<file path="src/rtl/mul_div_unit.sv">
// rtl/mul_div_unit.sv - iterative MULT/MULTU/DIV/DIVU unit with architectural HI/LO
module mul_div_unit #(
    parameter int WIDTH = 32
) (
    input  logic             clk,
    input  logic             rst,
    input  logic             start,
    input  logic [1:0]       op,
    input  logic [WIDTH-1:0] SrcA,
    input  logic [WIDTH-1:0] SrcB,
    input  logic             mthi,
    input  logic             mtlo,
    output logic             busy,
    output logic             done,
    output logic [WIDTH-1:0] hi,
    output logic [WIDTH-1:0] lo
);

    localparam int CW = $clog2(WIDTH + 1);
    localparam logic [CW-1:0] LAST = CW'(WIDTH);

    typedef enum logic [1:0] {IDLE, CALC, FIX, DONE} state_t;

    state_t         state, state_next;
    logic [CW-1:0]  cnt;
    logic           accept;
    logic           calc_last;

    // Operand capture: op[0]=0 selects the signed variant, op[1]=1 selects divide.
    logic             is_div, is_signed, a_neg, b_neg;
    logic [WIDTH-1:0] a_mag, b_mag;

    logic [WIDTH-1:0] hi_acc, lo_acc, m_reg, a_raw;
    logic             is_div_r, neg_q_r, neg_r_r, div0_r;

    logic [WIDTH:0]     mul_sum;
    logic [WIDTH:0]     div_shift;
    logic [WIDTH-1:0]   div_diff;
    logic               div_ge;
    logic [2*WIDTH-1:0] prod, prod_fix;
    logic [WIDTH-1:0]   quo_fix, rem_fix;

    assign accept    = start && !busy;
    assign calc_last = (cnt == LAST);

    always_ff @(posedge clk) begin
        if (rst) state <= IDLE;
        else     state <= state_next;
    end

    always_comb begin
        state_next = state;
        busy       = 1'b0;
        done       = 1'b0;
        case (state)
            IDLE: if (start) state_next = CALC;
            CALC: begin
                busy = 1'b1;
                if (calc_last) state_next = FIX;
            end
            FIX: begin
                busy       = 1'b1;
                state_next = DONE;
            end
            DONE: begin
                done       = 1'b1;
                state_next = start ? CALC : IDLE;
            end
            default: state_next = IDLE;
        endcase
    end

    always_comb begin
        is_div    = op[1];
        is_signed = ~op[0];
        a_neg     = is_signed & SrcA[WIDTH-1];
        b_neg     = is_signed & SrcB[WIDTH-1];
        a_mag     = a_neg ? -SrcA : SrcA;
        b_mag     = b_neg ? -SrcB : SrcB;
    end

    always_comb begin
        mul_sum   = {1'b0, hi_acc} + {1'b0, (lo_acc[0] ? m_reg : '0)};
        div_shift = {hi_acc, lo_acc[WIDTH-1]};
        div_ge    = (div_shift >= {1'b0, m_reg});
        div_diff  = div_shift[WIDTH-1:0] - m_reg;
        prod      = {hi_acc, lo_acc};
        prod_fix  = neg_q_r ? -prod : prod;
        quo_fix   = neg_q_r ? -lo_acc : lo_acc;
        rem_fix   = neg_r_r ? -hi_acc : hi_acc;
    end

    // lo_acc holds the multiplier (shifting out) or the dividend/quotient (shifting through).
    // The final CALC cycle (cnt==LAST) does no iteration; it sets the fixed latency.
    always_ff @(posedge clk) begin
        if (rst) begin
            cnt      <= '0;
            hi_acc   <= '0;
            lo_acc   <= '0;
            m_reg    <= '0;
            a_raw    <= '0;
            is_div_r <= 1'b0;
            neg_q_r  <= 1'b0;
            neg_r_r  <= 1'b0;
            div0_r   <= 1'b0;
        end else if (accept) begin
            cnt      <= '0;
            hi_acc   <= '0;
            lo_acc   <= is_div ? a_mag : b_mag;
            m_reg    <= is_div ? b_mag : a_mag;
            a_raw    <= SrcA;
            is_div_r <= is_div;
            neg_q_r  <= a_neg ^ b_neg;
            neg_r_r  <= a_neg;
            div0_r   <= is_div && (SrcB == '0);
        end else if (state == CALC && !calc_last) begin
            cnt <= cnt + CW'(1);
            if (is_div_r) begin
                if (div_ge) begin
                    hi_acc <= div_diff;
                    lo_acc <= {lo_acc[WIDTH-2:0], 1'b1};
                end else begin
                    hi_acc <= div_shift[WIDTH-1:0];
                    lo_acc <= {lo_acc[WIDTH-2:0], 1'b0};
                end
            end else begin
                hi_acc <= mul_sum[WIDTH:1];
                lo_acc <= {mul_sum[0], lo_acc[WIDTH-1:1]};
            end
        end
    end

    // FIX result wins; mthi/mtlo only land while the unit is not busy.
    always_ff @(posedge clk) begin
        if (rst) begin
            hi <= '0;
            lo <= '0;
        end else if (state == FIX) begin
            if (!is_div_r) begin
                hi <= prod_fix[2*WIDTH-1:WIDTH];
                lo <= prod_fix[WIDTH-1:0];
            end else if (div0_r) begin
                hi <= a_raw;
                lo <= '1;
            end else begin
                hi <= rem_fix;
                lo <= quo_fix;
            end
        end else if (!busy) begin
            if (mthi) hi <= SrcA;
            if (mtlo) lo <= SrcA;
        end
    end

endmodule
</file>
<file path="config.mk">
export PLATFORM = sky130hd
export DESIGN_NAME = mul_div_unit
export DESIGN_NICKNAME = d
export VERILOG_FILES = /design/src/rtl/mul_div_unit.sv
export SDC_FILE = /design/constraint.sdc
export NUM_CORES = 1
export LEC_CHECK = 0
export CORE_UTILIZATION = 55
export CTS_BUF_LIST = sky130_fd_sc_hd__clkbuf_2 sky130_fd_sc_hd__clkbuf_4 sky130_fd_sc_hd__clkbuf_8
export CTS_CLUSTER_DIAMETER = 150
export DETAILED_ROUTE_END_ITERATION = 10
export PLACE_DENSITY = 0.79
export SLEW_MARGIN = 0
export SYNTH_ARGS = -nofsm -noshare
export SYNTH_HDL_FRONTEND = slang
export SYNTH_SLANG_ARGS = --single-unit
</file>
<file path="constraint.sdc">
create_clock -name clk -period 6.1 [get_ports clk]
set_clock_uncertainty 0.05 [all_clocks]
set_input_delay 1.22 -clock clk [delete_from_list [all_inputs] [get_ports clk]]
set_output_delay 1.22 -clock clk [all_outputs]
set_load 0.1 [all_outputs]
</file>
# After elaboration in Yosys (flattened, before gate mapping)
# Cells that the tools add are included.
# op_classes
addsub,8
order_cmp,1
eq_ne,7
mux,30
n_bitwise,4
n_reduce_logical,15
# ops
operator,n
$mux W32,22
$neg A32 Y32,4
$mux W64,1
$neg A64 Y64,1
$add A32 B32 Y33,1
$ge A33 B32 Y1,1
$logic_not A32 Y1,1
$sub A32 B32 Y32,1
$pmux W2 S4,1
$add A6 B1 Y6 const B,1
$eq A6 B6 Y1 const B,1
$reduce_and A2 Y1,3
$reduce_bool A2 Y1,3
$eq A2 B2 Y1 const B,2
$mux W1,4
$mux W2,2
$ne A2 B2 Y1 const B,2
$reduce_or A2 Y1,2
$logic_and A1 B1 Y1,3
$and A1 B1 Y1,2
$eq A2 B1 Y1 const B,1
$logic_not A1 Y1,2
$logic_not A2 Y1,1
$ne A2 B1 Y1 const B,1
other kinds (2),2
# word_totals
regBits,204
in_bits,71
elab_cells,77

# Depth between registers and ports, before layout
# Gate-level depths: netlist of run 1.
# logic_depth
ltp_word,6
ltp_mapped,14
depth_no_buf,12

# Least setup slack after synthesis of run 1
# No wires, ideal clock.
# synth_timing
path_kind,input to register
from,input SrcA[2]
to,register m_reg[29]
setup_ns,0.132
arrival_ns,3.391
required_time_ns,5.918
path_slack_ns,2.527
path_stages,10
path_buffers,1
cell_sequence,clkbuf_1 > or4_1 > nor4_2 > and2_1 > nand3_1 > o41ai_1 > xor2_1 > nand2_1 > o211ai_1 > a21oi_1
# synth_via
elab_chain_len,3
# synth_lines
element,line_no,source
"start, declared",9,"input logic [WIDTH-1:0] SrcA,"
$neg A32 Y32,78,a_mag = a_neg ? -SrcA : SrcA;
$mux W32,78,
$mux W32,110,m_reg <= is_div ? b_mag : a_mag;
"end signal, assigned",110,
"end, declared",33,"logic [WIDTH-1:0] hi_acc, lo_acc, m_reg, a_raw;"
# Every way passes these cells.
# A chain may end at the register's enable or synchronous reset.

# Worst setup path in the final report of run 1
# layout_timing
from,register hi_acc[6]
to,register hi_acc[3]
# layout_via
elab_chain_len,3
# layout_lines
element,line_no,source
"start, declared",33,
"start signal, assigned",120,hi_acc <= div_diff;
"start signal, assigned",123,hi_acc <= div_shift[WIDTH-1:0];
"start signal, assigned",127,hi_acc <= mul_sum[WIDTH:1];
$ge A33 B32 Y1,85,"div_ge = (div_shift >= {1'b0, m_reg});"
$mux W32,119,if (div_ge) begin
$mux W32,118,if (is_div_r) begin
# Every way passes these cells.

==> results of run 1 <==
==> placed cells by master (no fill, tap or decap), types with 8 or more instances in the layout <==
cell	n
nand2_1	322
a21oi_1	291
nor2_1	216
dfxtp_1	203
clkdlybuf4s50_1	134
xnor2_1	126
o21ai_0	124
o211ai_1	84
ha_1	75
inv_1	71
nor3_1	62
mux2i_1	57
xor2_1	55
clkbuf_8	50
o221ai_1	38
nand3_1	36
o31ai_1	30
a211oi_1	29
or3_1	27
a31oi_1	27
buf_4	25
a21o_1	23
and3_1	20
o22ai_1	20
mux2_2	19
nand2b_1	18
nor4_1	17
nand4_1	16
o41ai_1	15
or4_1	14
o21a_1	13
nor2b_1	12
or2_2	9
a221oi_1	9
o21bai_1	9
clkbuf_4	9
a311oi_1	8
==> synthesized netlist by cell type (all sizes together), types with 4 or more instances <==
cell type    n
inv         72
o21a        13
clkbuf     171
nor3        62
o221ai      38
xnor2      126
nand4       16
a211o        6
nand3       36
o41ai       16
nand2      323
and2         7
nor2b       12
mux2i       57
o22ai       21
a211oi      30
o2111ai      4
ha          76
o21bai       9
nand2b      20
a21boi       4
or4         16
a221oi       9
a21oi      291
o21ai      126
nor4        21
or2          9
o31ai       31
o31a         6
a311oi       8
o211ai      84
xor2        55
buf         30
or3         27
a31oi       27
nor4b        6
dfxtp      204
a21o        23
nor2       220
and3        20
mux2        19
==> per-stage QoR <==
step	setup slack, ns	cells
2_1_floorplan	2.527	2395
3_3_place_gp	1.553	2751
3_5_place_dp	1.383	2751
4_1_cts	1.878	2819
5_1_grt	1.556	2819
6_report	1.757	2821
==> layer usage <==
layer	up-vias	global-route usage, %	wire length, um
met4	2	26.73	4583
met5	-	0	13
li1	8630	-	-
met2	1051	60.99	27580
met3	274	8.909	6472
met1	8723	49.84	25390
==> path summary, 6_finish.rpt <==
| path | endpoint | slack (ns) | cells past startpoint |
|---|---|---|---|
| setup reg to reg | hi_acc[3] | 1.76 | 9 |
| hold reg to reg | lo[22] | 0.40 | 2 |
| setup / recovery | hi_acc[3] | 1.76 | 9 |
| hold / removal | lo[22] | 0.40 | 2 |
==> area by class of cell <==
| class | instances | area (sq um) |
|---|---|---|
| diodes | 2 | 5.005 |
| clock buffers | 59 | 755.7 |
| clock inverters | 9 | 56.30 |
| fillers | 2804 | 11380 |
| inverters | 73 | 274.0 |
| multi-input cells | 1917 | 11980 |
| flip-flops and latches | 204 | 4088 |
| well taps | 396 | 495.5 |
| repair buffers | 161 | 1554 |
==> kinds of logic (layout without fill, tap and decap cells) <==
kind of cell / count (synthesis) / in the layout
flip-flops: 204 / 204
multiplexers: 76 / 76
AND/OR/NAND/NOR: 810 / 810
XOR/XNOR: 181 / 181
adder cells (fa/ha/maj): 78 / 78
other: 0 / 2
AO/OA/AOI/OAI: 772 / 772
buffers and inverters: 274 / 302
==> where the power goes <==
| group | internal (mW) | switching, mW |
|---|---|---|
| sequential | 1.72 | 0.474 |
| clock | 0.792 | 0.647 |
| combinational | 2.16 | 4.48 |
| total | 4.67 | 5.60 |
==> worst register-to-register path, stage by stage (launching register included) <==
cell and delay [ns]:
dfxtp_1 0.68, ha_1 0.41, nand3_1 0.18, a21oi_1 0.41, a31oi_1 0.28, a21oi_1 0.53, o21a_1 1.00, mux2_2 0.43
a21oi_1 0.13, o21ai_0 0.09
==> qor.txt, run 1 <==
gr usage total: 39.81%
Gate Count Post-Synth: 2395
CP required: 6.46 ns
PwrDens: 535.2 nW/um^2
first-pass GRT wire length: 97330 um
Routed WL: 64040 um
post-synthesis sequential area ratio: 23.90%
HP Class: flip-flop to flip-flop
top area cells in the synthesized netlist: dfxtp_1 24%, a21oi_1 8.5%, nand2_1 7.1%
worst-path fanout max: 22
first drt pass iteration count: 6
XOR/XNOR share of the synthesized area: 9.277%
Adder-Cell Fraction of Synth Area: 5.799%
origin of the worst setup path: hi_acc[6]
Worst-path clk slew: 0.06 ns
Startpoint Class: flip-flop
period utilization: 71.19%
Residual DRC: 0
Final Core Density: 62.78%
final critical-path required period: 4.343 ns
Synth Area per Inst: 7.135 sq um
Slowest-stage cell, CP: o21a_1
pin count of the biggest net entering global routing: 163
CTS Sinks: 204
site row count: 64
drt initial violations: 2240
port bufs: 136
Remaining Overflow, GRT: 0
status: finished, final reports clean
FF+latch count, synth: 204
Hold-fix buffers, CTS: 0
WP buf/inv: 0
WL/cell: 22.70 um
Crit. End Element: flip-flop
height of the chip: 178.3 um
syn nets: 2544
Top Family by Delay on Critical Path: compound AO/OA/AOI/OAI gates
IO Pins: 137
root buf cell: clkbuf_8
CTS buffer count: 38
layout cells sized above 1: 6.314%
Final Hold Fails: 0
RSZ-0062 raised after global routing: no
design area: 19200 sq um
leakage power: 7.183 nW
CTS tree: done
synth warn: 0
Syn Std Cell Area: 17090 sq um
ANT nets after route: 0
Synth Flop Type: dfxtp_1
multiplexer share of the synthesized area: 4.591%
DR vias: 18680
Yosys cell types: 85
die area: 31780 sq um
Final setup viols: 0
hold slack: 0.4026 ns
Worst slew margin: 17.14%
combinational family with the most area after synthesis: compound AO/OA/AOI/OAI gates
Synth top area share: 23.90%
critical path type: flip-flop to flip-flop
Max stage delay on crit path: 1.00 ns
Detail Placement HPWL: 46120 um
setup repair bufs after CTS: 0
most frequent CP cell: a21oi_1
Via-to-Cell Ratio: 6.622
routability cong.: 1.015
worst-skew pair later-pin latency: 0.59 ns
fin. max-slew vios: 0
Synth Area in Compound Gates: 28.55%
post_cts resized: 0
# Max-Cap Violations: 0
worst hold start: lo[22]
TNS Setup: 0 ns
total power: 10.28 mW
Syn-to-layout area delta: 12.39%
area post-placement: 18390 sq um
leading area contributor after synthesis: dfxtp_1
NumNets Final: 2544
vias in the first global route: 17358
CP cell instances: ha_1 -> nand3_1 -> a21oi_1 -> a31oi_1 -> a21oi_1 -> o21a_1 -> mux2_2 -> a21oi_1 -> o21ai_0
Worst Path Arrival: 4.71 ns
Die X-Extent: 178.3 um
core area: 30590 sq um
EDFF count, synth: 0
max frequency: 230.3 MHz
Worst-Margin Slew: 1.242 ns
initial antenna violation count: 1
ys async rst share: 0%
Critical R2R Launch: hi_acc[6]
peak supply drop: 0.3503 mV
initial core utilization: 55.86%
H-tree levels: 2
Bufs on Longest Clock Path: 3
simple-gate share of the synthesized area: 21.73%
(Power assumes the default switching activity.)
==> inputs of run 2 (changes only) <==
--- a/config.mk
+++ b/config.mk
@@ -9,7 +9,7 @@
 export CTS_BUF_LIST = sky130_fd_sc_hd__clkbuf_2 sky130_fd_sc_hd__clkbuf_4 sky130_fd_sc_hd__clkbuf_8
 export CTS_CLUSTER_DIAMETER = 150
 export DETAILED_ROUTE_END_ITERATION = 10
-export PLACE_DENSITY = 0.79
+export PLACE_DENSITY = 0.82
 export SLEW_MARGIN = 0
 export SYNTH_ARGS = -nofsm -noshare
 export SYNTH_HDL_FRONTEND = slang
==> constraint.sdc (replaced) <==
create_clock -name clk -period 3.9 [get_ports clk]
set_clock_uncertainty 0.05 [all_clocks]
set_input_delay 0.78 -clock clk [delete_from_list [all_inputs] [get_ports clk]]
set_output_delay 0.78 -clock clk [all_outputs]
set_load 0.1 [all_outputs]
==> qor.txt, run 2 (synthesis gave the netlist of run 1 again) <==
height of the chip: 178.3 um
status: finished, final reports clean
initial core utilization: 55.86%
HP Class: flip-flop to flip-flop
TNS Setup: 0 ns
CTS Sinks: 204
Crit. End Element: flip-flop
CP required: 4.28 ns
Syn-to-layout area delta: 16.96%
gr usage total: 41.13%
number of diodes: 0
Worst-path clk slew: 0.06 ns
port bufs: 136
post-route insts no fill: 2919
combinational share of power: 66.6%
post_cts resized: 0
multi-input logic area: 11970 sq um
setup repair bufs after CTS: 0
Power Internal: 7.664 mW
CTS buffer count: 38
Max stage delay on crit path: 0.49 ns
most frequent CP cell: nand3_1
DR vias: 19334
Hold-fix buffers, CTS: 0
period utilization: 91.74%
fin. max-slew vios: 0
layout cells sized above 1: 10.03%
first drt pass iteration count: 6
Final setup viols: 0
root buf cell: clkbuf_8
r2r setup slk: 0.32 ns
fill cell count: 2699
pin count of the biggest net entering global routing: 101
final critical-path required period: 3.578 ns
Worst-Margin Slew: 1.047 ns
CTS tree: done
commonest cells after routing, fill and taps aside: 322 x nand2_1, 291 x a21oi_1, 217 x nor2_1
Startpoint Class: flip-flop
Clk network pwr share: 13.6%
Slowest-stage cell, CP: ha_1
peak supply drop: 0.5994 mV
Remaining Overflow, GRT: 0
routability cong.: 1.068
worst-skew pair later-pin latency: 0.58 ns
CP cell instances: inv_1 -> ha_1 -> nand3_1 -> nor3_1 -> nand3_1 -> o41ai_1 -> or3_1 -> o21a_1 -> buf_4 -> mux2_2 -> a21oi_1 -> o21ai_0
Detail Placement HPWL: 49440 um
ANT nets after route: 0
Bufs on Longest Clock Path: 3
first-pass GRT wire length: 100200 um
vias in the first global route: 17850
PwrDens: 829.3 nW/um^2
# Max-Cap Violations: 0
critical path type: flip-flop to flip-flop
Sequential cell area: 4088 sq um
RSZ-0062 raised after global routing: no
WL/cell: 22.74 um
max frequency: 279.5 MHz
Die X-Extent: 178.3 um
Sequential Power Share: 19.8%
IO Pins: 137
Worst Path Arrival: 3.96 ns
commonest non-fill, non-tap cell in the layout: nand2_1
core area: 30590 sq um
Via-to-Cell Ratio: 6.624
NumNets Final: 2645
Sw Share: 53.75%
site row count: 64
Residual DRC: 0
Routed WL: 66370 um
H-tree levels: 2
drt initial violations: 2343
die area: 31780 sq um
worst-path fanout max: 12
Psw: 8.909 mW
initial antenna violation count: 1
leakage power: 7.705 nW
dpl cells: 2852
Final Hold Fails: 0
Worst slew margin: 30.03%
## run 2: cell types whose count changed in the layout (fill, tap and decap cells not counted)
cell             delta
buf_4              +99
clkinv_2            -2
inv_6               +1
buf_12              +3
nor2_2              -1
inv_8               -1
diode_2             -2
clkbuf_4            +1
nor2_1              +1
clkdlybuf4s50_1     -1
## run 2: area by class of cell
| type | count | share of cell area, % |
|---|---|---|
| clock buffers | 60 | 3.819 |
| clock inverters | 7 | 0.2191 |
| inverters | 73 | 1.371 |
| multi-input cells | 1917 | 59.91 |
| flip-flops and latches | 204 | 20.45 |
| well taps | 396 | 2.479 |
| repair buffers | 262 | 11.74 |
## run 2: worst paths after layout
path                                  end  cells after the start  startpoint
worst max-delay path            hi_acc[3]                     12   m_reg[15]
worst min-delay path             m_reg[9]                      2    m_reg[9]
worst max register to register  hi_acc[3]                     12   m_reg[15]
worst min register to register   m_reg[9]                      2    m_reg[9]
## run 2: worst max-delay path, delay by kind of cell, from the launching register on
kind | cells | cell delay [ns]
and+or+nand+nor | 4 | 0.93
DFF | 1 | 0.38
muxes | 1 | 0.35
AOI/OAI and AO/OA | 4 | 0.89
buffers and inverters | 2 | 0.32
adders and majority gates | 1 | 0.49
## run 2: power by group through the flow
stage                     logic, mW  registers, mW  clock network [mW]
final                          11.0           3.29                2.25
after global routing           11.8           3.34                2.34
after CTS                      10.8           3.26                2.25
after detailed placement       10.7           3.30                   0
after global placement         10.6           3.28                   0
after floorplan                6.34           4.62                   0
## run 2: metal layers
| metal | routed length [um] | share of wire (%) | vias to the layer above | global-route usage, % |
|---|---|---|---|---|
| met3 | 7910 | 12 | 282 | 11.36 |
| met4 | 4570 | 6.9 | 2 | 25.35 |
| met1 | 25340 | 38 | 9019 | 50.83 |
| met2 | 28540 | 43 | 1217 | 63.23 |
| li1 | - | - | 8814 | - |
| met5 | 13 | 0.020 | - | 0 |
## run 2: metrics by stage
stage | utilization [%] | area (sq um) | hold WS [ns] | power, mW | setup WS (ns)
6_report | 65.33 | 19990 | 0.4044 | 16.57 | 0.3221
5_1_grt | 65.33 | 19990 | 0.4173 | 17.46 | 0.1156
4_1_cts | 65.33 | 19990 | 0.4048 | 16.30 | 0.3742
3_5_place_dp | 62.70 | 19180 | 0.3968 | 14.04 | 0.2918
3_3_place_gp | 62.70 | 19180 | 0.3903 | 13.87 | 0.3253
2_1_floorplan | - | 17090 | 0.3812 | 10.97 | 0.6389
==> inputs of run 3 (changes only) <==
--- a/config.mk
+++ b/config.mk
@@ -5,11 +5,12 @@
 export SDC_FILE = /design/constraint.sdc
 export NUM_CORES = 1
 export LEC_CHECK = 0
+export CAP_MARGIN = 10
 export CORE_UTILIZATION = 55
 export CTS_BUF_LIST = sky130_fd_sc_hd__clkbuf_2 sky130_fd_sc_hd__clkbuf_4 sky130_fd_sc_hd__clkbuf_8
 export CTS_CLUSTER_DIAMETER = 150
 export DETAILED_ROUTE_END_ITERATION = 10
-export PLACE_DENSITY = 0.82
+export PLACE_DENSITY = 0.79
 export SLEW_MARGIN = 0
 export SYNTH_ARGS = -nofsm -noshare
 export SYNTH_HDL_FRONTEND = slang
==> constraint.sdc (replaced) <==
create_clock -name clk -period 4.5 [get_ports clk]
set_clock_uncertainty 0.05 [all_clocks]
set_input_delay 0.9 -clock clk [delete_from_list [all_inputs] [get_ports clk]]
set_output_delay 0.9 -clock clk [all_outputs]
set_load 0.1 [all_outputs]
==> qor.txt, run 3 (synthesis gave the netlist of run 1 again) <==
commonest non-fill, non-tap cell in the layout: nand2_1
CTS tree: done
post-route insts no fill: 2859
critical path type: flip-flop to flip-flop
DP Worst Slack: 0.3717 ns
Sw Share: 53.64%
layout cells sized above 1: 7.795%
initial antenna violation count: 2
IO Pins: 137
die area: 31780 sq um
routability cong.: 1.014
Slowest-stage cell, CP: dfxtp_1
Via-to-Cell Ratio: 6.560
Die X-Extent: 178.3 um
DR vias: 18756
end of the worst register-to-register path: hi_acc[10]
final worst slack: 0.6064 ns
leakage power: 7.412 nW
HP Class: flip-flop to flip-flop
Final setup viols: 0
hold slack: 0.4014 ns
site row count: 64
final critical-path required period: 3.894 ns
core area: 30590 sq um
# Max-Cap Violations: 0
Hold-fix buffers, CTS: 0
FF-to-FF path depth: 11
combinational share of power: 64.4%
Residual DRC: 0
max frequency: 256.8 MHz
Power Internal: 6.585 mW
root buf cell: clkbuf_8
Sequential Power Share: 20.7%
vias in the first global route: 17270
initial core utilization: 55.86%
port bufs: 136
Clk network pwr share: 14.9%
Worst-Margin Slew: 1.151 ns
NumNets Final: 2582
Crit. End Element: flip-flop
height of the chip: 178.3 um
Worst-path clk slew: 0.06 ns
WL/cell: 22.66 um
Startpoint Class: flip-flop
commonest cells after routing, fill and taps aside: 322 x nand2_1, 291 x a21oi_1, 217 x nor2_1
fill cell count: 2788
Psw: 7.618 mW
Routed WL: 64780 um
PwrDens: 725.2 nW/um^2
r2r setup slk: 0.61 ns
first drt pass iteration count: 6
Critical R2R Launch: hi_acc[12]
Worst Path Arrival: 4.26 ns
gr usage total: 40.25%
ANT nets after route: 0
drt initial violations: 2267
setup repair bufs after CTS: 0
CTS Sinks: 204
pin count of the biggest net entering global routing: 137
Syn-to-layout area delta: 14.62%
peak supply drop: 0.6556 mV
Detail Placement HPWL: 47240 um
Sequential cell area: 4088 sq um
worst-path fanout max: 18
RSZ-0062 raised after global routing: no
fin. max-slew vios: 0
CTS buffer count: 39
first-pass GRT wire length: 98080 um
origin of the worst setup path: hi_acc[12]
CP cell instances: ha_1 -> nand3_1 -> nor3_1 -> nand3_1 -> o41ai_1 -> or3_1 -> o21a_1 -> buf_12 -> mux2_2 -> a21oi_1 -> a21oi_1
H-tree levels: 2
period utilization: 86.52%
worst-skew pair later-pin latency: 0.59 ns
status: finished, final reports clean
dpl cells: 2788
Final Hold Fails: 0
multi-input logic area: 11970 sq um
Max stage delay on crit path: 0.73 ns
CP Capture Point: hi_acc[10]
Bufs on Longest Clock Path: 3
CP required: 4.87 ns
post_cts resized: 0
total power: 14.20 mW
number of diodes: 0
Remaining Overflow, GRT: 0
TNS Setup: 0 ns
Worst slew margin: 23.22%
[run 3: cell types whose count changed in the layout (fill, tap and decap cells not counted), sizes merged]
| cell | delta |
|---|---|
| buf | -65 |
| bufinv | +3 |
| clkbuf | -3 |
| clkinv | +3 |
| clkdlybuf4s50 | +1 |
| clkinvlp | +1 |
[run 3: worst min path at each step]
stage | start | endpoint | cells past startpoint
after floorplan | a_raw[9] | a_raw[9] | 2
after global placement | a_raw[9] | a_raw[9] | 2
after detailed placement | m_reg[12] | m_reg[12] | 2
after CTS | m_reg[12] | m_reg[12] | 2
after global routing | m_reg[12] | m_reg[12] | 2
final | m_reg[12] | m_reg[12] | 2
[run 3: power by group through the flow]
| stage | registers [mW] | logic (mW) | clock network [mW] |
|---|---|---|---|
| final | 2.94 | 9.15 | 2.12 |
| after global routing | 2.99 | 9.81 | 2.19 |
| after CTS | 2.92 | 8.96 | 2.12 |
| after detailed placement | 2.95 | 8.91 | 0 |
| after global placement | 2.93 | 8.81 | 0 |
| after floorplan | 4.01 | 5.50 | 0 |
[run 3: final cells by class]
| cell class | instances | area share (%) |
|---|---|---|
| timing repair buffer | 198 | 9.544 |
| tap | 396 | 2.530 |
| inverter | 73 | 1.399 |
| clock buffer | 57 | 3.718 |
| clock inverter | 14 | 0.7986 |
| multi-input combinational | 1917 | 61.14 |
| sequential | 204 | 20.87 |
[run 3: layer usage]
layer	vias up	track usage (%)	share of wire (%)
met4	4	23.80	6.2
met2	1020	61.92	43
met3	216	8.035	9.9
li1	8711	-	-
met1	8805	51.97	40
met5	-	0	0.046
[run 3: critical path, delay by kind of cell (launching register included)]
kind                     cells  cell delay [ns]
AO/OA/AOI/OAI                4             1.04
adder cells (fa/ha/maj)      1             0.37
buffers and inverters        1             0.22
flip-flops                   1             0.73
multiplexers                 1             0.36
AND/OR/NAND/NOR              4             0.94
[run 3: metrics by stage]
step           instance area [sq um]  utilization, %
6_report                       19590           64.03
5_1_grt                        19590           64.03
4_1_cts                        19590           64.03
3_5_place_dp                   18700           61.13
3_3_place_gp                   18700           61.13
2_1_floorplan                  17090               -
==> variant 1: new RTL, settings of run 2 <==
Change the parameter `WIDTH` from 32 to 16.
--- a/src/rtl/mul_div_unit.sv
+++ b/src/rtl/mul_div_unit.sv
@@ -1,5 +1,5 @@
 // rtl/mul_div_unit.sv - iterative MULT/MULTU/DIV/DIVU unit with architectural HI/LO
 module mul_div_unit #(
-    parameter int WIDTH = 32
+    parameter int WIDTH = 16
 ) (
     input  logic             clk,
Ports: changed (resized SrcA, SrcB, hi and lo); port bits go from 137 to 73. The function was not compared with the original's and may differ.
==> variant 1 against run 2 <==
  * Wire length is 61% lower
  * Critical path depth fell by 2
  * Highest routed layer is now met4
  * Design area decreased by 52%
  * Combinational power is 53% lower
  * Synthesized area down 51%
  * Power is 54% lower
  * Sequential cell count is 97 lower
  * Sequential power decreased by 47%
  * Utilization decreased by 0.88 points
  * First-iteration DRC count is 59% lower
  * Critical endpoint is now hi_acc[15]$_SDFFE_PP0P_
  * Worst setup slack improved by 140 ps
  * Largest cell class unchanged
  * Global-route usage shrank 8.8 points
==> variant 1: results (changes against run 2) <==
Run status
  • Outcome: finished, final reports clean (unchanged)

Synth
  • Post-synthesis compound-gate area fraction: 27.46% (was 28.55%)
  • Seq/Total Area, Yosys: 25.37% (was 23.90%)
  • XOR/XNOR Fraction of Synth Area: 8.920% (was 9.277%)
  • Synth cell types: 68 (was 85)
  • Mean Syn Cell Area: 7.273 um2 (was 7.135 um2)
  • Synth top area cells: dfxtp_1 25%, a21oi_1 8.2%, ha_1 6.5%, nand2_1 6.4%, nor2_1 5.2% (was dfxtp_1 24%, a21oi_1 8.5%, nand2_1 7.1%, xnor2_1 6.5%, ha_1 5.6%)
  • Post-synth top cells: 144 x nand2_1, 139 x a21oi_1, 118 x nor2_1, 107 x dfxtp_1, 65 x clkbuf_1 (was 322 x nand2_1, 291 x a21oi_1, 220 x nor2_1, 204 x dfxtp_1, 169 x clkbuf_1)
  • Syn nets: 1246 (was 2544)
  • Mux share of post-synthesis cell area: 4.475% (was 4.591%)
  • Fraction of the mapped netlist area in adder cells: 6.994% (was 5.799%)
  • FFs w/ async S/R, synth: 0% (unchanged)

Pwr
  • Sw frac: 54.44% (was 53.75%)
  • Lkg Pwr: 0.003604 uW (was 0.007705 uW)
  • Worst vdd ir: 0.5138 mV (was 0.5994 mV)

Clocking
  • Reg clk slew, reported paths: 100 ps (was 60 ps)
  • Clk Latency, worst-skew pair: 410 ps (was 580 ps)
  • Clock Root Buffer: clkbuf_8 (unchanged)
  • CTS Buf Count: 9 (was 38)
  • Max Root-Sink Buffers: 2 (was 3)
  • Htree depth: 3 (was 2)

GRT
  • Gr usage total: 32.34% (was 41.13%)
  • First-pass GRT wire length: 40820 um (was 100200 um)
  • Vias in the first global route: 8049 (was 17850)
  • Initial antenna violation count: 0 (was 1)
  • Largest net degree at the start of global routing: 70 (was 101)

Drt
  • Drt first pass iters: 8 (was 6)
  • Drt initial violations: 950 (was 2343)
  • M1 wire length: 10710 um (was 25340 um)
  • Routed wl met3: 2111 um (was 7910 um)
  • Wire per inst: 18.65 um (was 22.74 um)
  • Drt via density: 6.327 (was 6.624)
  • Top Layer Used: met4 (was met5)
  • DR WL met2: 11900 um (was 28540 um)
  • Total routed wirelength: 25750 um (was 66370 um)

Cells and area
  • FILL cells: 1329 (was 2699)
  • Share of cells above drive strength 1: 6.015% (was 10.03%)
  • NumNets Final: 1278 (was 2645)

Placement
  • PortBufs: 72 (was 136)
  • Place WS: 401.3 ps (was 291.8 ps)
  • Hpwl dp: 19250 um (was 49440 um)
  • Placed instance area: 9288 um2 (was 19180 um2)
  • Post-Place Cells: 1366 (was 2852)
  • Final Wtd Congestion: 0.9440 (was 1.068)

Worst setup path
  • Crit path DAT: 3690 ps (was 3960 ps)
  • CP Max Fanout: 18 (was 12)
  • Crit path max-delay family: compound AO/OA/AOI/OAI gates (was simple AND/OR/NAND/NOR gates)
  • Largest stage delay, worst path: 460 ps (was 490 ps)
  • Worst path slowest cell: dfxtp_1 (was ha_1)

Timing
  • Relative slew slack: 33.53% (was 30.03%)

Hold path
  • Hold Crit Class: reg -> reg (unchanged)
[variant 1: cell types whose count changed in the layout (fill, tap and decap cells not counted), sizes merged, moves of 49 or more]
cell | before | now
xnor2 | 126 | 45
buf | 129 | 25
clkbuf | 60 | 11
o21ai | 126 | 71
nor2 | 220 | 118
clkdlybuf4s50 | 133 | 70
dfxtp | 204 | 107
a21oi | 291 | 139
nand2 | 323 | 144
o211ai | 84 | 30
[variant 1: power groups by stage]
stage | Clock [uW] | Sequential, uW | Combinational, uW
after floorplan | 0 | 2410 | 3160
after global placement | 0 | 1740 | 5010
after detailed placement | 0 | 1760 | 5060
after CTS | 795 | 1730 | 5080
after global routing | 828 | 1780 | 5570
final | 790 | 1740 | 5170
[variant 1: path summary, 6_finish.rpt]
check / from / end / slack (ps) / cells after the start
worst min register to register: lo[0]$_SDFFE_PP0P_ / lo[0]$_SDFFE_PP0P_ / 410 / 2
worst max-delay path: lo_acc[0]$_SDFFE_PP0P_ / hi_acc[15]$_SDFFE_PP0P_ / 470 / 10
worst max register to register: lo_acc[0]$_SDFFE_PP0P_ / hi_acc[15]$_SDFFE_PP0P_ / 470 / 10
worst min-delay path: lo[0]$_SDFFE_PP0P_ / lo[0]$_SDFFE_PP0P_ / 410 / 2
[variant 1: cell type report]
type / instances / area (um2) / area share, %
clock inverter: 4 / 73.82 / 0.7762
sequential: 107 / 2143 / 22.54
clock buffer: 11 / 145.1 / 1.526
timing repair buffer: 95 / 885.9 / 9.315
tap: 184 / 230.2 / 2.421
multi-input combinational: 930 / 5841 / 61.41
inverter: 50 / 191.4 / 2.013
[variant 1: cell families after synthesis]
| kind of cell | Yosys count |
|---|---|
| AND/OR/NAND/NOR | 390 |
| XOR/XNOR | 86 |
| multiplexers | 37 |
| AO/OA/AOI/OAI | 371 |
| flip-flops | 107 |
| buffers and inverters | 124 |
| adder cells (fa/ha/maj) | 46 |
[variant 1: repair_timing]
action                                  CTS  global route
endpoints found under the setup margin    0             1
gates resized for setup                   0             1
endpoints found under the hold margin     0             0
[variant 1: layer usage]
| layer | vias to the layer above | global-route usage, % |
|---|---|---|
| met4 | 0 | 14.17 |
| met1 | 4073 | 40.87 |
| li1 | 4211 | - |
| met5 | - | 0 |
| met3 | 76 | 6.967 |
| met2 | 378 | 53.01 |
[variant 1: per-stage QoR]
stage | power, uW | hold WS [ps] | utilization (%)
after CTS | 7604 | 408.4 | 64.43
final | 7701 | 408.5 | 64.46
after floorplan | 5575 | 381.2 | -
after global placement | 6757 | 388.6 | 62.95
after global routing | 8175 | 427.5 | 64.46
after detailed placement | 6814 | 394.4 | 62.95
[variant 1: worst min-delay path, stage by stage (launching register included)]
cell,delay (ps)
dfxtp_1,320
nand2_1,50
a21oi_1,50
==> variant 2: new RTL, settings of run 2 <==
Made on the original files. Put one more register stage on the output `hi`, with the module's reset. The value now appears one clock later. The other outputs are not delayed to match.
--- a/src/rtl/mul_div_unit.sv
+++ b/src/rtl/mul_div_unit.sv
@@ -21,4 +21,6 @@
 
     typedef enum logic [1:0] {IDLE, CALC, FIX, DONE} state_t;
+
+    logic [WIDTH-1:0] hi_s0;
 
     state_t         state, state_next;
@@ -134,22 +136,30 @@
     always_ff @(posedge clk) begin
         if (rst) begin
-            hi <= '0;
+            hi_s0 <= '0;
             lo <= '0;
         end else if (state == FIX) begin
             if (!is_div_r) begin
-                hi <= prod_fix[2*WIDTH-1:WIDTH];
+                hi_s0 <= prod_fix[2*WIDTH-1:WIDTH];
                 lo <= prod_fix[WIDTH-1:0];
             end else if (div0_r) begin
-                hi <= a_raw;
+                hi_s0 <= a_raw;
                 lo <= '1;
             end else begin
-                hi <= rem_fix;
+                hi_s0 <= rem_fix;
                 lo <= quo_fix;
             end
         end else if (!busy) begin
-            if (mthi) hi <= SrcA;
+            if (mthi) hi_s0 <= SrcA;
             if (mtlo) lo <= SrcA;
         end
     end
 
+    always_ff @(posedge clk) begin
+        if (rst) begin
+            hi <= '0;
+        end else begin
+            hi <= hi_s0;
+        end
+    end
+
 endmodule
Check against the original RTL: not equivalent (Yosys sat finds a counterexample within 4 cycles, from zero or initial values and one cycle with rst high).
==> variant 2 against run 2 <==
  * Sequential cell count rose by 32
  * Worst setup slack worse by 20 ps
  * First-iteration DRC count decreased by 2.7%
  * Non-clock buffer count shrank 1
  * Power up 0.96%
  * Worst hold slack worse by 2.0 ps
  * Wire length increased by 1.1%
  * Synthesized area increased by 4.4%
  * Sequential share of layout area rose by 2.3 points
  * Via count rose by 0.61%
  * Design area rose by 4.2%
  * Sequential power grew 11%
  * Critical path type unchanged
  * Critical endpoint is now hi_acc[27]$_SDFFE_PP0P_
  * Largest power group unchanged
==> variant 2: results (changes against run 2) <==
Placement
  • Post-Place Cells: 2893 (was 2852)
  • Place WS: -193.2 ps (was 291.8 ps)
  • Placed instance area: 19930 um2 (was 19180 um2)
  • Hpwl dp: 49430 um (was 49440 um)

Drt
  • Drt first pass iters: 9 (was 6)
  • M1 wire length: 25490 um (was 25340 um)
  • Drt via density: 6.549 (was 6.624)
  • DR WL met2: 29550 um (was 28540 um)
  • Wire per inst: 22.59 um (was 22.74 um)
  • Routed wl met3: 7875 um (was 7910 um)
  • Drt initial violations: 2279 (was 2343)

Run status
  • Outcome: finished, final reports clean (unchanged)

GRT
  • First-pass GRT wire length: 102100 um (was 100200 um)
  • Met2 Use GR: 61.95% (was 63.23%)
  • Met3 usage: 9.659% (was 11.36%)
  • Largest net degree at the start of global routing: 86 (was 101)
  • M1 GR Usage: 49.83% (was 50.83%)
  • Vias in the first global route: 18200 (was 17850)
  • Gr usage total: 39.57% (was 41.13%)

Worst setup path
  • Crit path max-delay family: compound AO/OA/AOI/OAI gates (was simple AND/OR/NAND/NOR gates)
  • Crit path DAT: 4020 ps (was 3960 ps)
  • Largest stage delay, worst path: 510 ps (was 490 ps)

Synth
  • Synth top area cells: dfxtp_1 26%, a21oi_1 7.7%, nand2_1 6.7%, xnor2_1 5.9%, ha_1 5.3% (was dfxtp_1 24%, a21oi_1 8.5%, nand2_1 7.1%, xnor2_1 6.5%, ha_1 5.6%)
  • Seq/Total Area, Yosys: 26.48% (was 23.90%)
  • Mean Syn Cell Area: 7.345 um2 (was 7.135 um2)
  • Syn nets: 2578 (was 2544)

Pwr
  • Worst vdd ir: 1.226 mV (was 0.5994 mV)
  • Lkg Pwr: 0.007986 uW (was 0.007705 uW)

Timing
  • Worst Tran Pin Value: 1068 ps (was 1047 ps)

Cells and area
  • NumNets Final: 2684 (was 2645)
variant 2: cell count changes after synthesis, sizes merged, moves of 9 or more:
cell,change
o21ai,+27
nor2b,+33
mux2i,+11
nor3,-21
xor2,+28
a21oi,-17
o22ai,-9
inv,-10
dfxtp,+32
variant 2: worst paths after layout:
check                                          endpoint  cells after the start  slack (ps)              startpoint
worst max register to register  hi_acc[27]$_SDFFE_PP0P_                     12         300  lo_acc[0]$_SDFFE_PP0P_
worst min register to register   m_reg[12]$_SDFFE_PP0P_                      2         400  m_reg[12]$_SDFFE_PP0P_
worst max-delay path            hi_acc[27]$_SDFFE_PP0P_                     12         300  lo_acc[0]$_SDFFE_PP0P_
worst min-delay path             m_reg[12]$_SDFFE_PP0P_                      2         400  m_reg[12]$_SDFFE_PP0P_
variant 2: cell type report:
class	instances	area, um2
multi-input combinational	1930	12120
fill	2753	10890
sequential	236	4730
timing repair buffer	261	2340
clock buffer	66	833.3
tap	402	503.0
inverter	64	240.2
clock inverter	10	52.55
antenna	1	2.502
variant 2: kinds of logic after synthesis:
| group | share of synthesized area (%) |
|---|---|
| DFF | 26.48 |
| AOI/OAI and AO/OA | 25.81 |
| adders and majority gates | 5.554 |
| xor gates and xnor gates | 9.965 |
| buffers and inverters | 5.694 |
| and+or+nand+nor | 21.74 |
| muxes | 4.762 |
variant 2: what timing repair did:
| item | CTS | global route |
|---|---|---|
| buffers inserted | 0 | 0 |
| setup endpoints to repair | 0 | 16 |
| gates resized for setup | 0 | 1 |
variant 2: power by group:
part           switching, uW  total, uW  internal [uW]
logic                   6960      10600           3630
registers                579       3660           3090
clock network           1120       2480           1360
variant 2: worst min-delay path, cell delays in order, from the launching register on:
cell     delay (ps)
dfxtp_1         310
nand2_1          50
a21oi_1          50
